`src/rtl/bsg_clk_dly_meas_ctrl.sv`:
```
// Reference-clock sequencer for clock-generator monitor measurements: selects the
// monitor source, resets/releases the divider for a window, then captures a stable count.
module bsg_clk_dly_meas_ctrl #(
  parameter int count_width_p  = 8,
  parameter int window_width_p = 16,
  parameter int reset_cycles_p = 4,
  parameter int settle_cycles_p = 2,
  parameter int max_tries_p    = 7
) (
  input  logic                      clk_i,
  input  logic                      async_reset_n_i,
  input  logic                      start_v_i,
  output logic                      start_ready_o,
  input  logic                      sel_i,
  input  logic [window_width_p-1:0] window_i,
  output logic                      mon_sel_o,
  output logic                      mon_reset_o,
  input  logic [count_width_p-1:0]  div_count_i,
  output logic                      result_v_o,
  output logic [count_width_p-1:0]  result_o,
  output logic                      result_err_o,
  input  logic                      result_yumi_i,
  output logic                      busy_o
);

  localparam int phase_max_lp   = (settle_cycles_p > reset_cycles_p) ? settle_cycles_p : reset_cycles_p;
  localparam int phase_width_lp = (phase_max_lp > 1) ? $clog2(phase_max_lp) : 1;
  localparam int tries_width_lp = $clog2(max_tries_p + 1);

  localparam logic [phase_width_lp-1:0] settle_init_lp = phase_width_lp'(settle_cycles_p - 1);
  localparam logic [phase_width_lp-1:0] reset_init_lp  = phase_width_lp'(reset_cycles_p - 1);
  localparam logic [tries_width_lp-1:0] tries_last_lp  = tries_width_lp'(max_tries_p);

  typedef enum logic [2:0] {
    IDLE,
    SETTLE,
    RESET,
    WINDOW,
    SAMPLE,
    DONE
  } state_e;

  state_e                      state_r;
  logic [1:0]                  rst_sync_r;
  logic                        rst_n;
  logic [count_width_p-1:0]    div_meta_r;
  logic [count_width_p-1:0]    div_sync_r;
  logic [count_width_p-1:0]    prev_r;
  logic [window_width_p-1:0]   window_cnt_r;
  logic [phase_width_lp-1:0]   phase_cnt_r;
  logic [tries_width_lp-1:0]   tries_r;

  // Reset asserts asynchronously but is released in step with clk_i.
  always_ff @(posedge clk_i or negedge async_reset_n_i) begin
    if (!async_reset_n_i) begin
      rst_sync_r <= 2'b00;
    end else begin
      rst_sync_r <= {rst_sync_r[0], 1'b1};
    end
  end

  assign rst_n = rst_sync_r[1];

  always_ff @(posedge clk_i or negedge rst_n) begin
    if (!rst_n) begin
      div_meta_r <= '0;
      div_sync_r <= '0;
    end else begin
      div_meta_r <= div_count_i;
      div_sync_r <= div_meta_r;
    end
  end

  always_ff @(posedge clk_i or negedge rst_n) begin
    if (!rst_n) begin
      state_r       <= IDLE;
      mon_reset_o   <= 1'b1;
      mon_sel_o     <= 1'b0;
      result_v_o    <= 1'b0;
      result_o      <= '0;
      result_err_o  <= 1'b0;
      busy_o        <= 1'b0;
      start_ready_o <= 1'b0;
      prev_r        <= '0;
      window_cnt_r  <= '0;
      phase_cnt_r   <= '0;
      tries_r       <= '0;
    end else begin
      case (state_r)
        IDLE: begin
          mon_reset_o <= 1'b1;
          if (start_v_i && start_ready_o) begin
            state_r       <= SETTLE;
            mon_sel_o     <= sel_i;
            window_cnt_r  <= (window_i == '0) ? window_width_p'(1) : window_i;
            phase_cnt_r   <= settle_init_lp;
            busy_o        <= 1'b1;
            start_ready_o <= 1'b0;
          end else begin
            start_ready_o <= 1'b1;
          end
        end

        SETTLE: begin
          if (phase_cnt_r == '0) begin
            state_r     <= RESET;
            phase_cnt_r <= reset_init_lp;
          end else begin
            phase_cnt_r <= phase_cnt_r - 1'b1;
          end
        end

        RESET: begin
          if (phase_cnt_r == '0) begin
            state_r     <= WINDOW;
            mon_reset_o <= 1'b0;
          end else begin
            phase_cnt_r <= phase_cnt_r - 1'b1;
          end
        end

        // The counter is preloaded with the window length, so leaving on a value of
        // one gives exactly that many cycles with the monitor running.
        WINDOW: begin
          window_cnt_r <= window_cnt_r - 1'b1;
          if (window_cnt_r == window_width_p'(1)) begin
            state_r     <= SAMPLE;
            mon_reset_o <= 1'b1;
            tries_r     <= '0;
          end
        end

        SAMPLE: begin
          prev_r <= div_sync_r;
          if (tries_r == '0) begin
            tries_r <= tries_r + 1'b1;
          end else if (div_sync_r == prev_r) begin
            state_r      <= DONE;
            result_o     <= div_sync_r;
            result_err_o <= 1'b0;
            result_v_o   <= 1'b1;
          end else if (tries_r == tries_last_lp) begin
            state_r      <= DONE;
            result_o     <= div_sync_r;
            result_err_o <= 1'b1;
            result_v_o   <= 1'b1;
          end else begin
            tries_r <= tries_r + 1'b1;
          end
        end

        DONE: begin
          if (result_yumi_i) begin
            state_r       <= IDLE;
            result_v_o    <= 1'b0;
            busy_o        <= 1'b0;
            start_ready_o <= 1'b1;
          end
        end

        default: begin
          state_r       <= IDLE;
          mon_reset_o   <= 1'b1;
          result_v_o    <= 1'b0;
          busy_o        <= 1'b0;
          start_ready_o <= 1'b0;
        end
      endcase
    end
  end

endmodule

```
`config.mk`:
```
export PLATFORM = sky130hd
export DESIGN_NAME = bsg_clk_dly_meas_ctrl
export DESIGN_NICKNAME = d
export VERILOG_FILES = /design/src/rtl/bsg_clk_dly_meas_ctrl.sv
export SDC_FILE = /design/constraint.sdc
export NUM_CORES = 1
export LEC_CHECK = 0
export BUFFER_PORTS_ARGS = -buffer_cell sky130_fd_sc_hd__clkbuf_2
export CORE_MARGIN = 2
export CORE_UTILIZATION = 35
export CTS_BUF_LIST = sky130_fd_sc_hd__clkbuf_4 sky130_fd_sc_hd__clkbuf_8 sky130_fd_sc_hd__clkbuf_16
export CTS_CLUSTER_DIAMETER = 120
export CTS_CLUSTER_SIZE = 40
export DETAILED_ROUTE_END_ITERATION = 10
export SLEW_MARGIN = 5
export SYNTH_ARGS = -nofsm -noshare
export SYNTH_HDL_FRONTEND = slang
export SYNTH_SLANG_ARGS = --single-unit
export TNS_END_PERCENT = 5
```
`constraint.sdc`:
```
create_clock -name clk_i -period 2.95 [get_ports clk_i]
set_clock_uncertainty 0.2 [all_clocks]
set_input_delay 0.1475 -clock clk_i [delete_from_list [all_inputs] [get_ports clk_i]]
set_output_delay 0.1475 -clock clk_i [all_outputs]
set_load 0.02 [all_outputs]
```
==> flow_summary.ini <==
[clock_network]
cts_tree = built
cts_max_path_buffers = 2
cts.clk_slew.worst_paths_ns = 0.07
htreeDepth = 3
numCtsBuffers = 9
clkLatencyLatePin_ns = 0.35
clkSinkCount = 64
cts_setup_buffers = 0
root_buffer = clkbuf_8

[grt]
grt_pass1_vias = 2281
overflow = 0
grt_max_degree = 37
grt_antenna_before_repair = 0
grt_pass1_wl_um = 10700
grt.total_usage_pct = 15.5

[critical_path]
critPathMaxStageDelay_ns = 0.61
worst-r2r-setup-slack_ns = 0.45
setup.worst_path.start_class = register
cp.depth = 5
r2r_cells = 5
crit_family = simple AND/OR/NAND/NOR gates
crit_chain = and2b_2, and2_1, nand3_1, or4_2, nand3_1
crit_type = register to register
cp.required_ns = 3.03
crit_top_cell = nand3_1
reg2reg_from = state_r[2]$_DFFE_PN0P_
crit_fanout = 13
timing.rr.end = window_cnt_r[15]$_DFFE_PN0P_
slowest_stage = or4_2
cp-end-kind = register
worstPathArrival_ns = 2.58
worst-path-buf-inv = 0

[synthesis]
synthXorXnorAreaFrac_pct = 2.71
synth_nets = 302
seq_area_frac_synth_pct = 55.0
synth-simple-area-share_pct = 16.6
synth-seq-cells = 64
synth.most_common_cell = dfrtp_1
synth_edf_count = 0
synthMuxAreaShare_pct = 7.60
yosysTopAreaCellShare_pct = 54.1
syn_inst = 267
synth_area_mm2 = 0.00291
ys_top_cells_by_count = dfrtp_1 (63), nand2_1 (29), nor2_1 (18), mux2_2 (17), inv_1 (14)
ys.flop_type = dfrtp_1
syn_area_per_cell_um2 = 10.9
async_reset_ff_share_pct = 100
synth_top_cell_by_area = dfrtp_1
ys_types = 48
synth_area_leaders = dfrtp_1 (54%), mux2_2 (6.6%), nand2_1 (3.7%)
ys_warn_count = 0
synth_fa_ha_area_share_pct = 2.58
synth_top_family_by_area = simple AND/OR/NAND/NOR gates
synth-compound-area-share_pct = 12.0

[routing]
wl_per_cell_um = 14.0
drt-initial-drc-count = 136
post-route-drc-count = 0
ant_nets = 0
num_vias = 2322
viasPerCell = 5.09
drt_wl_total_um = 6400
drt-pass1-iter-count = 4

[pwr]
p_per_area_mw_per_mm2 = 649
switchingPower_uw = 758
leakage_nw = 1.74
ir_drop_mv = 0.356
p_sw_share_pct = 31.1
seqPwrFrac_pct = 49.0
intPower_mw = 1.68
fin_total_pwr_mw = 2.44
combPwrFrac_pct = 19.7
clockPowerShare_pct = 31.3

[place]
io_buffer_count = 42
dp.cells = 411
place_hpwl_um = 4440
place.gp.congestion = 0.746

[die]
coreArea_mm2 = 0.00813
die_h_um = 95.2
pin_count = 43
die_w_um = 95.2
rows = 33
dieArea_mm2 = 0.00907
initial_core_util_pct = 35.8

[timing]
slew_violations = 0
report.final.hold_viol_count = 0
setup-violations-final = 0
tns_ns = 0
rsz0062_at_grt = false
finalCritPeriodShare_pct = 84.9
tightest_slew_ns = 0.750
fmax_mhz = 399
layout_min_cycle_time_ns = 2.50
slew_headroom_pct = 50.0

[job]
maxCapViolations = 0

[final_layout]
design.final.nets = 381
num_antenna_cells = 0
fin_cells = 456
drive_above_1_share_pct = 26.2
fin_util_pct = 46.2
areaGrowthSynthToFinish_pct = 28.9

[outcome]
status = completed

[worst_hold_path]
hp-class = register to async pin
-- metal layers --
layer  vias to the layer above  track usage (%)  part of all wire (%)
met5                         -                0                     0
met3                        12             3.08                   4.9
li1                       1135                -                     -
met2                        64             23.1                    46
met4                         0             7.85                   2.3
met1                      1111             21.4                    47
-- worst reg2reg max path: cells and delay by family (launching register included) --
| family | cells | cell delay, ns |
|---|---|---|
| flops | 1 | 0.48 |
| simple gates | 5 | 1.76 |
-- stage by stage --
step | cell area, um^2 | worst slack, ns | hold slack [ns]
after floorplan | 2910 | 0.568 | -0.348
after global placement | 3260 | 0.517 | -0.265
after CTS | 3750 | 0.477 | 0.152
after global routing | 3750 | 0.300 | 0.158
final | 3750 | 0.446 | 0.142
after detailed placement | 3260 | 0.482 | -0.262
-- power by group through the flow --
| stage | Combinational, mW | Sequential (mW) | Clock (mW) |
|---|---|---|---|
| final | 0.480 | 1.19 | 0.764 |
| after global routing | 0.548 | 1.22 | 0.824 |
| after CTS | 0.481 | 1.19 | 0.783 |
| after detailed placement | 0.447 | 1.21 | 0 |
| after global placement | 0.438 | 1.20 | 0 |
| after floorplan | 0.314 | 1.19 | 0 |
-- final cells by class --
class | count | area [um^2]
clock buffer | 11 | 145
sequential | 64 | 1600
clock inverter | 5 | 56.3
tap | 105 | 131
multi-input combinational | 179 | 1210
fill | 775 | 4380
timing repair buffer | 78 | 553
inverter | 14 | 52.6
-- placed cells by master (no fill, tap or decap), types with 7 or more instances in the layout --
| master | n |
|---|---|
| inv_1 | 14 |
| mux2_2 | 17 |
| clkbuf_2 | 42 |
| buf_4 | 7 |
| nor2_1 | 18 |
| nand2_1 | 29 |
| nor4_1 | 7 |
| dlygate4sd3_1 | 29 |
| xnor2_1 | 9 |
| nand3_1 | 10 |
| clkbuf_8 | 10 |
| dfrtp_1 | 62 |
| o311ai_0 | 7 |
| o21ai_0 | 9 |
| a21oi_1 | 9 |
-- worst max-delay path by stage --
stage / endpoint / from / slack [ns]
finish: window_cnt_r[15]$_DFFE_PN0P_ / state_r[2]$_DFFE_PN0P_ / 0.45
global route: window_cnt_r[15]$_DFFE_PN0P_ / state_r[2]$_DFFE_PN0P_ / 0.30
CTS: tries_r[2]$_DFFE_PN0P_ / window_cnt_r[10]$_DFFE_PN0P_ / 0.48
detailed placement: tries_r[2]$_DFFE_PN0P_ / window_cnt_r[10]$_DFFE_PN0P_ / 0.48
global placement: tries_r[2]$_DFFE_PN0P_ / window_cnt_r[10]$_DFFE_PN0P_ / 0.52
floorplan: tries_r[2]$_DFFE_PN0P_ / window_cnt_r[10]$_DFFE_PN0P_ / 0.57
-- kinds of logic after synthesis --
group,after synthesis
xor gates and xnor gates,9
other,1
and+or+nand+nor,93
muxes,20
buffers and inverters,24
AOI/OAI and AO/OA,50
adders and majority gates,6
DFF,64
-- registers in the layout (all words and copies together), names as in the netlist, 2 cells and up --
signal        flops
result_o          8
tries_r           3
phase_cnt_r       2
div_meta_r        8
div_sync_r        8
window_cnt_r     16
prev_r            8
state_r           3
rst_sync_r        2
-- repair_timing --
action                    CTS  global route
resized for setup           0             0
hold endpoints to repair   30             0
hold buffers               29             0
No activity file was read; power rests on OpenSTA's default activity.
